## config.mk

```make
export PLATFORM = sky130hd
export DESIGN_NAME = bus_host_arbiter_flat
export DESIGN_NICKNAME = d
export VERILOG_FILES = /design/src/rtl/bus_host_arbiter_if.sv /design/src/rtl/bus_host_arbiter.sv /design/src/flat_wrapper.sv
export SDC_FILE = /design/constraint.sdc
export NUM_CORES = 1
export LEC_CHECK = 0
export CORE_AREA = 10 10 109 111
export DETAILED_ROUTE_END_ITERATION = 6
export DIE_AREA = 0 0 119 121
export DONT_BUFFER_PORTS = 1
export SLEW_MARGIN = 10
export SYNTH_ARGS = -nofsm -noshare
export SYNTH_HDL_FRONTEND = slang
export SYNTH_SLANG_ARGS = --single-unit
```

## constraint.sdc

```tcl
create_clock -name clk_in -period 2.23 [get_ports clk_in]
set_clock_uncertainty 0.2 [all_clocks]
set_input_delay 0.5575 -clock clk_in [delete_from_list [all_inputs] [get_ports clk_in]]
set_output_delay 0.5575 -clock clk_in [all_outputs]
set_load 0.01 [all_outputs]
```

## src/rtl/bus_host_arbiter_if.sv

```systemverilog
// Host-side and bus-side signal bundle for the host port arbiter.
interface bus_host_arbiter_if #(
  parameter int Hosts        = 2,
  parameter int DataWidth    = 32,
  parameter int AddressWidth = 32
);
  logic [Hosts-1:0]                   h_req_in;
  logic [Hosts-1:0][AddressWidth-1:0] h_addr_in;
  logic [Hosts-1:0]                   h_we_in;
  logic [Hosts-1:0][DataWidth-1:0]    h_wdata_in;
  logic [Hosts-1:0]                   h_gnt_out;
  logic [Hosts-1:0][DataWidth-1:0]    h_rdata_out;
  logic [Hosts-1:0]                   h_rvalid_out;
  logic                               m_req_out;
  logic [AddressWidth-1:0]            m_addr_out;
  logic                               m_we_out;
  logic [DataWidth-1:0]               m_wdata_out;
  logic                               m_gnt_in;
  logic [DataWidth-1:0]               m_rdata_in;

  // Arbiter view: consumes host requests and bus responses, drives the bus and host returns.
  modport master (
    input  h_req_in, h_addr_in, h_we_in, h_wdata_in, m_gnt_in, m_rdata_in,
    output h_gnt_out, h_rdata_out, h_rvalid_out, m_req_out, m_addr_out, m_we_out, m_wdata_out
  );

  // Environment view: the hosts plus the downstream bus.
  modport slave (
    output h_req_in, h_addr_in, h_we_in, h_wdata_in, m_gnt_in, m_rdata_in,
    input  h_gnt_out, h_rdata_out, h_rvalid_out, m_req_out, m_addr_out, m_we_out, m_wdata_out
  );
endinterface

```

## src/rtl/bus_host_arbiter.sv

```systemverilog
// Round-robin arbiter sharing one bus host port among Hosts requesters, with burst
// locking of up to MaxBurst accepted beats per ownership and per-host read return.
module bus_host_arbiter #(
  parameter int Hosts        = 2,
  parameter int DataWidth    = 32,
  parameter int AddressWidth = 32,
  parameter int MaxBurst     = 4
) (
  input  logic                                          clk_in,
  input  logic                                          reset_in,
  bus_host_arbiter_if.master                            bif,
  output logic [((Hosts > 1) ? $clog2(Hosts) : 1)-1:0]  owner_out,
  output logic                                          busy_out
);
  localparam int OW = (Hosts > 1) ? $clog2(Hosts) : 1;
  localparam int BW = $clog2(MaxBurst + 1);

  typedef enum logic {IDLE, OWN} state_e;

  state_e          state_q, state_d;
  logic [OW-1:0]   owner_q, owner_d;
  logic [OW-1:0]   rr_ptr_q, rr_ptr_d;
  logic [OW-1:0]   rd_owner_q, rd_owner_d;
  logic [BW-1:0]   beat_cnt_q, beat_cnt_d;
  logic            rd_pend_q, rd_pend_d;

  logic                    own_req, accept, last_beat;
  logic [OW:0]             pick_idle, pick_next;
  logic [AddressWidth-1:0] sel_addr;
  logic [DataWidth-1:0]    sel_wdata;

  // Returns {found, index}: first requester at or after start (wrapping), skipping excl.
  function automatic logic [OW:0] pick_fn(input logic [Hosts-1:0] req, input int start,
                                          input int excl);
    int          d;
    int          best_d;
    logic [OW:0] r;
    r      = '0;
    best_d = Hosts;
    for (int i = 0; i < Hosts; i++) begin
      d = (i - start + Hosts) % Hosts;
      if (req[i] && (i != excl) && (d < best_d)) begin
        best_d = d;
        r      = {1'b1, OW'(i)};
      end
    end
    return r;
  endfunction

  // Next-state, ownership rotation and the downstream mux.
  always_comb begin
    state_d        = state_q;
    owner_d        = owner_q;
    rr_ptr_d       = rr_ptr_q;
    beat_cnt_d     = beat_cnt_q;
    rd_pend_d      = 1'b0;
    rd_owner_d     = rd_owner_q;
    sel_addr       = '0;
    sel_wdata      = '0;
    bif.m_req_out  = 1'b0;
    bif.m_we_out   = 1'b0;
    bif.h_gnt_out  = '0;
    own_req        = bif.h_req_in[owner_q];
    accept         = 1'b0;
    last_beat      = 1'b0;
    pick_idle      = pick_fn(bif.h_req_in, int'(rr_ptr_q), -1);
    // After a release the search restarts just past the old owner and skips it.
    pick_next      = pick_fn(bif.h_req_in, (int'(owner_q) + 1) % Hosts, int'(owner_q));
    case (state_q)
      IDLE: begin
        if (pick_idle[OW]) begin
          owner_d    = pick_idle[OW-1:0];
          beat_cnt_d = '0;
          state_d    = OWN;
        end
      end
      OWN: begin
        bif.m_req_out           = own_req;
        bif.m_we_out            = bif.h_we_in[owner_q];
        sel_addr                = bif.h_addr_in[owner_q];
        sel_wdata               = bif.h_wdata_in[owner_q];
        bif.h_gnt_out[owner_q]  = bif.m_gnt_in & own_req;
        accept                  = own_req & bif.m_gnt_in;
        last_beat               = accept && (beat_cnt_q == BW'(MaxBurst - 1));
        beat_cnt_d              = beat_cnt_q + BW'(accept);
        if (accept && !bif.h_we_in[owner_q]) begin
          rd_pend_d  = 1'b1;
          rd_owner_d = owner_q;
        end
        if (!own_req || last_beat) begin
          rr_ptr_d   = OW'((int'(owner_q) + 1) % Hosts);
          beat_cnt_d = '0;
          if (pick_next[OW]) owner_d = pick_next[OW-1:0];
          else if (!own_req) state_d = IDLE;  // burst-limit with no rival keeps the owner
        end
      end
      default: state_d = IDLE;
    endcase
    bif.m_addr_out  = sel_addr;
    bif.m_wdata_out = sel_wdata;
  end

  // Read data returns to whoever issued the read, regardless of current ownership.
  always_comb begin
    bif.h_rvalid_out = '0;
    bif.h_rdata_out  = '0;
    if (rd_pend_q) begin
      bif.h_rvalid_out[rd_owner_q] = 1'b1;
      bif.h_rdata_out[rd_owner_q]  = bif.m_rdata_in;
    end
  end

  // State registers; reset drops any in-flight read response.
  always_ff @(posedge clk_in or posedge reset_in) begin
    if (reset_in) begin
      state_q    <= IDLE;
      owner_q    <= '0;
      rr_ptr_q   <= '0;
      beat_cnt_q <= '0;
      rd_pend_q  <= 1'b0;
      rd_owner_q <= '0;
    end else begin
      state_q    <= state_d;
      owner_q    <= owner_d;
      rr_ptr_q   <= rr_ptr_d;
      beat_cnt_q <= beat_cnt_d;
      rd_pend_q  <= rd_pend_d;
      rd_owner_q <= rd_owner_d;
    end
  end

  assign owner_out = owner_q;
  assign busy_out  = (state_q == OWN);
endmodule
```

## src/flat_wrapper.sv

```systemverilog
// flat-port wrapper written by rule: the top's interface ports become plain ports
module bus_host_arbiter_flat 
#(
  parameter int Hosts        = 2,
  parameter int DataWidth    = 32,
  parameter int AddressWidth = 32,
  parameter int MaxBurst     = 4
)
  (clk_in, reset_in, owner_out, busy_out, bif_h_req_in, bif_h_addr_in, bif_h_we_in, bif_h_wdata_in, bif_m_gnt_in, bif_m_rdata_in, bif_h_gnt_out, bif_h_rdata_out, bif_h_rvalid_out, bif_m_req_out, bif_m_addr_out, bif_m_we_out, bif_m_wdata_out);
  bus_host_arbiter_if #(.Hosts(Hosts), .DataWidth(DataWidth), .AddressWidth(AddressWidth)) bif_i ();
  input  logic clk_in;
  input  logic reset_in;
  output logic [((Hosts > 1) ? $clog2(Hosts) : 1)-1:0] owner_out;
  output logic busy_out;
  input wire logic [$bits(bif_i.h_req_in)-1:0] bif_h_req_in;
  input wire logic [$bits(bif_i.h_addr_in)-1:0] bif_h_addr_in;
  input wire logic [$bits(bif_i.h_we_in)-1:0] bif_h_we_in;
  input wire logic [$bits(bif_i.h_wdata_in)-1:0] bif_h_wdata_in;
  input wire logic [$bits(bif_i.m_gnt_in)-1:0] bif_m_gnt_in;
  input wire logic [$bits(bif_i.m_rdata_in)-1:0] bif_m_rdata_in;
  output wire logic [$bits(bif_i.h_gnt_out)-1:0] bif_h_gnt_out;
  output wire logic [$bits(bif_i.h_rdata_out)-1:0] bif_h_rdata_out;
  output wire logic [$bits(bif_i.h_rvalid_out)-1:0] bif_h_rvalid_out;
  output wire logic [$bits(bif_i.m_req_out)-1:0] bif_m_req_out;
  output wire logic [$bits(bif_i.m_addr_out)-1:0] bif_m_addr_out;
  output wire logic [$bits(bif_i.m_we_out)-1:0] bif_m_we_out;
  output wire logic [$bits(bif_i.m_wdata_out)-1:0] bif_m_wdata_out;
  assign bif_i.h_req_in = bif_h_req_in;
  assign bif_i.h_addr_in = bif_h_addr_in;
  assign bif_i.h_we_in = bif_h_we_in;
  assign bif_i.h_wdata_in = bif_h_wdata_in;
  assign bif_i.m_gnt_in = bif_m_gnt_in;
  assign bif_i.m_rdata_in = bif_m_rdata_in;
  assign bif_h_gnt_out = bif_i.h_gnt_out;
  assign bif_h_rdata_out = bif_i.h_rdata_out;
  assign bif_h_rvalid_out = bif_i.h_rvalid_out;
  assign bif_m_req_out = bif_i.m_req_out;
  assign bif_m_addr_out = bif_i.m_addr_out;
  assign bif_m_we_out = bif_i.m_we_out;
  assign bif_m_wdata_out = bif_i.m_wdata_out;
  bus_host_arbiter #(.Hosts(Hosts), .DataWidth(DataWidth), .AddressWidth(AddressWidth), .MaxBurst(MaxBurst)) u_core (.clk_in(clk_in), .reset_in(reset_in), .bif(bif_i), .owner_out(owner_out), .busy_out(busy_out));
endmodule
```

* Word level (Yosys, flattened, before mapping)
Index checks and enable logic that the tools add are counted.
** Cells by class
- $add $sub $neg :: 10
- Order comparisons :: 8
- Equal/unequal tests :: 4
- Multiplexer cells :: 41
- Bitwise gates (word level) :: 10
- Reduce and logical (&&, ||, !) cells :: 16
** Operators by type and width (count)
- 2-to-1 mux 32 bit :: 9
- adder 32 x 3 -> 32 bit (second input constant) :: 4
- bitwise AND 64 bit :: 1
- < comparator 2 x 32 -> 1 bit :: 2
- 2-to-1 mux 64 bit :: 1
- demux 32 bit (select 1 bit) :: 1
- 2-to-1 mux 1 bit :: 17
- 2-to-1 mux 2 bit :: 6
- logical AND 1 bit :: 10
- < comparator 2 x 3 -> 1 bit (second input constant) :: 2
- 2-to-1 mux 3 bit :: 2
- one-hot mux 3 bit (2 select lines) :: 1
- bitwise AND 1 bit :: 5
- < comparator 1 x 2 -> 1 bit (second input constant) :: 2
- inequality test 2 bit (second input constant) :: 2
- one-hot mux 1 bit (2 select lines) :: 2
- AND reduction 2 bit :: 2
- subtractor 1 x 1 -> 2 bit (first input constant) :: 2
- adder 3 x 1 -> 3 bit :: 1
- equality test 3 x 2 -> 1 bit (second input constant) :: 1
- AND reduction 3 bit :: 1
- subtractor 1 x 2 -> 3 bit (first input constant) :: 1
- subtractor 2 x 2 -> 3 bit (first input constant) :: 1
- bitwise AND 2 bit :: 1
- other kinds (8) :: 12
** Storage, ports and cells
- Register bits after elaboration :: 8
- Bits of input ports :: 167
- Output and inout port bits :: 136
- Word-level logic and storage cells :: 95

* Depth between registers and ports, before layout
- Depth in word-level cells :: 14
- Depth in mapped cells :: 7
- Gate-level depth less buffers :: 6

* Least setup slack after synthesis
No wires, ideal clock.
- Path type :: register to output
- Start point :: register u_core.state_q (netlist: u_core.busy_out)
- End point :: output port bif_m_addr_out[10]
- Arrival time :: 1131 ps
- Data required time :: 1472 ps
- Path slack :: 341 ps
- Stages on the path, launching flop included :: 6
- Path buffers :: 3
- Path through :: dfrtp_1 > buf_2 > inv_1 > buf_2 > buf_2 > nor2_1
** On the way
- Word-level cells in the longest chain between the ends :: 1
** Ends and longest elaborated chain
- start, declared :: RTL line bus_host_arbiter.sv:20 : state_e state_q, state_d;
- start signal, assigned :: RTL line bus_host_arbiter.sv:123 : state_q <= state_d;
- 2-to-1 mux 32 bit :: RTL line bus_host_arbiter.sv:69 : case (state_q)
- end, declared :: RTL line flat_wrapper.sv:25 : output wire logic [$bits(bif_i.m_addr_out)-1:0] bif_m_addr_out;
Every way passes these cells.

* Worst setup path in the final report
- Start point :: register u_core.owner_q (netlist: u_core.owner_out)
- End point :: output port bif_m_wdata_out[6]
** On the way
- Word-level cells in the longest chain between the ends :: 3
** Ends and longest elaborated chain
- start, declared :: RTL line bus_host_arbiter.sv:21 : logic [OW-1:0] owner_q, owner_d;
- start signal, assigned :: RTL line bus_host_arbiter.sv:124 : owner_q <= owner_d;
- 2-to-1 mux 32 bit (not written as such) (2 in series) :: RTL line bus_host_arbiter.sv:81 : sel_wdata = bif.h_wdata_in[owner_q];
- 2-to-1 mux 32 bit :: RTL line bus_host_arbiter.sv:69
- end, declared :: RTL line flat_wrapper.sv:27 : output wire logic [$bits(bif_i.m_wdata_out)-1:0] bif_m_wdata_out;
Every way passes these cells. The select of a mux whose other input is x is not followed.

==> impl_metrics.toml <==
[placed_design]
gp_congestion = 0.796
dpl.cell_count = 383
dp_hpwl_microns = 9480
pre_cts_slack_ps = 225
placed_cell_area_sq_um = 2010
port_buffers = 0

[logic_synthesis]
synthCells = 266
synth_area_sq_um = 1870
synth-edff-count = 0
ys_seq_area_frac = 0.107
async_flop_share = 1.00
ys_types = 27
ys_ff_latch = 8
synth_nets = 434
yosysWarnings = 0
syn_area_per_cell_sq_um = 7.02
ys.flop_type = "dfrtp_1"

[cts]
h-tree-depth = 1
cts_sinks = 8
cts.path.max_buffers = 2
cts_buffers = 3
clkTransAtPathRegs_ps = 50
cts_tree = "done"
insertion_delay_ps = 230
cts-root-buf = "clkbuf_8"

[status]
status = "finished clean"

[drt]
drt_iter0_drc = 64
drtAntennaViolNets = 0
wl_met1_microns = 3330
vias_per_cell = 5.09
top_layer = "met4"
dr_wl_met3_microns = 1610
wl_per_cell_microns = 27.4
drcViolationCount = 0
first_pass_iters = 4
vias = 1990
postRouteWirelength_microns = 10700
wl_met2_microns = 5770

[layout]
drive_gt1_frac = 0.0891
syn2layout_area_growth_pct = 13.9
nets = 427
final_core_util = 0.221
final_cell_mix = "66 x mux2i_1, 65 x nor2_1, 34 x and2_1, 34 x and3_1, 8 x buf_4"
antenna_cells = 0
final_cells = 391
final_cell_area_sq_um = 2130
final_common_cell = "mux2i_1"
fillers = 1123

[grt]
grt_pass1_wl_microns = 14800
overflow = 0
antenna_found_initial = 0
grt_usage = 0.128
grt_max_degree = 67
grt_pass1_vias = 2165

[critical_path]
startpoint_type = "flip-flop"
cp-end-kind = "primary output"
cp.arrival_ps = 1450
crit_chain = "buf_16, mux2i_1, nor2_1, buf_4"
worstSetupPathType = "flip-flop to primary output"
critPathMaxFanout = 22
slowest_delay_ps = 540
slowest_stage = "dfrtp_4"
cp.required_ps = 1470

[power_and_ir_drop]
power.total_mw = 0.955
powerDensity_nw_per_um2 = 449
vdd_drop_max_v = 0.000208
leakage_nw = 1.10

[timing]
fin_ws_ps = 21.3
rsz0062_at_grt = "yes"
hold_viol = 0
worst_pin_slew_ps = 359
period_needed_ps = 2210
slew_headroom = 0.754
fmax_mhz = 453
fin_crit_sh = 0.990
drv_slew = 0
setup_viol = 0

[die]
core_sq_um = 9640
die_x_microns = 119
ioPinCount = 303
start_util = 0.194
die_area_sq_um = 14400
num_rows = 36
die_h_microns = 121

[hold_path]
worstHoldPathType = "input pin to flip-flop"

[flow_run]
maxCapViolations = 0
-- through the flow --
stage	hold WS, ps	setup TNS [ps]
after global routing	213	-114
after global placement	217	0
after floorplan	173	0
final	210	0
after detailed placement	226	0
after CTS	216	-8.90
-- cell usage after synthesis (2+ instances only) --
cell       n  area share
nor2_1    69        0.14
nand2_1    4      0.0080
dfrtp_1    8        0.11
mux2i_1   66        0.35
a21oi_1    2      0.0054
buf_2     14       0.038
nor3_1     2      0.0054
o21ai_0    2      0.0054
a32o_1     2       0.011
and3_1    34        0.11
clkbuf_1   9       0.018
o221ai_1   2      0.0094
and2_1    34        0.11
inv_1      5       0.010
-- sequential cells by signal, indices dropped and copies added (netlist names) --
register / flops
u_core.busy_out: 1
u_core.rr_ptr_q: 1
u_core.beat_cnt_q: 3
u_core.rd_owner_q: 1
u_core.owner_out: 1
u_core.rd_pend_q: 1
-- final cells by class --
cell class / instances / area, sq um / area share
multi-input cells: 228 / 1540 / 0.722
repair buffers: 13 / 156 / 0.0736
well taps: 133 / 166 / 0.0783
inverters: 5 / 18.8 / 0.00883
flip-flops and latches: 8 / 204 / 0.0959
clock buffers: 4 / 45.0 / 0.0212
-- path summary, 6_finish.rpt --
path / startpoint / endpoint / slack (ps) / depth (start not counted)
min in group asynchronous: reset_in / u_core.owner_out / 550 / 2
max in group asynchronous: reset_in / u_core.owner_out / 1020 / 2
worst max register to register: u_core.owner_out / u_core.beat_cnt_q[2] / 260 / 6
worst min register to register: u_core.beat_cnt_q[2] / u_core.beat_cnt_q[2] / 330 / 1
worst min-delay path: bif_h_req_in[0] / u_core.owner_out / 210 / 1
worst max-delay path: u_core.owner_out / bif_m_wdata_out[6] / 20 / 4
-- worst max-delay path, delay by kind of cell (launching register included) --
family / cells / cell delay, ps
multiplexers: 1 / 210
buffers and inverters: 2 / 370
AND/OR/NAND/NOR: 1 / 60
flip-flops: 1 / 540
-- routing by layer --
layer	global-route usage	up-vias
li1	-	891
met1	0.112	907
met2	0.250	190
met3	0.0768	2
met4	0.0137	0
met5	0	-
-- kinds of logic after synthesis --
group                      count (synthesis)  share of synthesized area
buffers and inverters                     30                     0.0757
DFF                                        8                      0.107
AOI/OAI and AO/OA                         12                     0.0483
and+or+nand+nor                          148                      0.400
adders and majority gates                  1                    0.00670
muxes                                     67                      0.362
-- power by group --
part           total, mW  internal, mW  switching [mW]
clock network      0.185         0.124          0.0608
registers          0.186         0.161          0.0251
logic              0.584         0.227           0.357
total              0.955         0.512           0.443
-- timing repair --
action,in CTS,in global routing
endpoints found under the hold margin,8,0
setup buffers,0,2
gates resized for setup,6,1
hold buffers,1,0
gates cloned,1,0
endpoints found under the setup margin,3,17
Power figures use the tool's default switching activity.
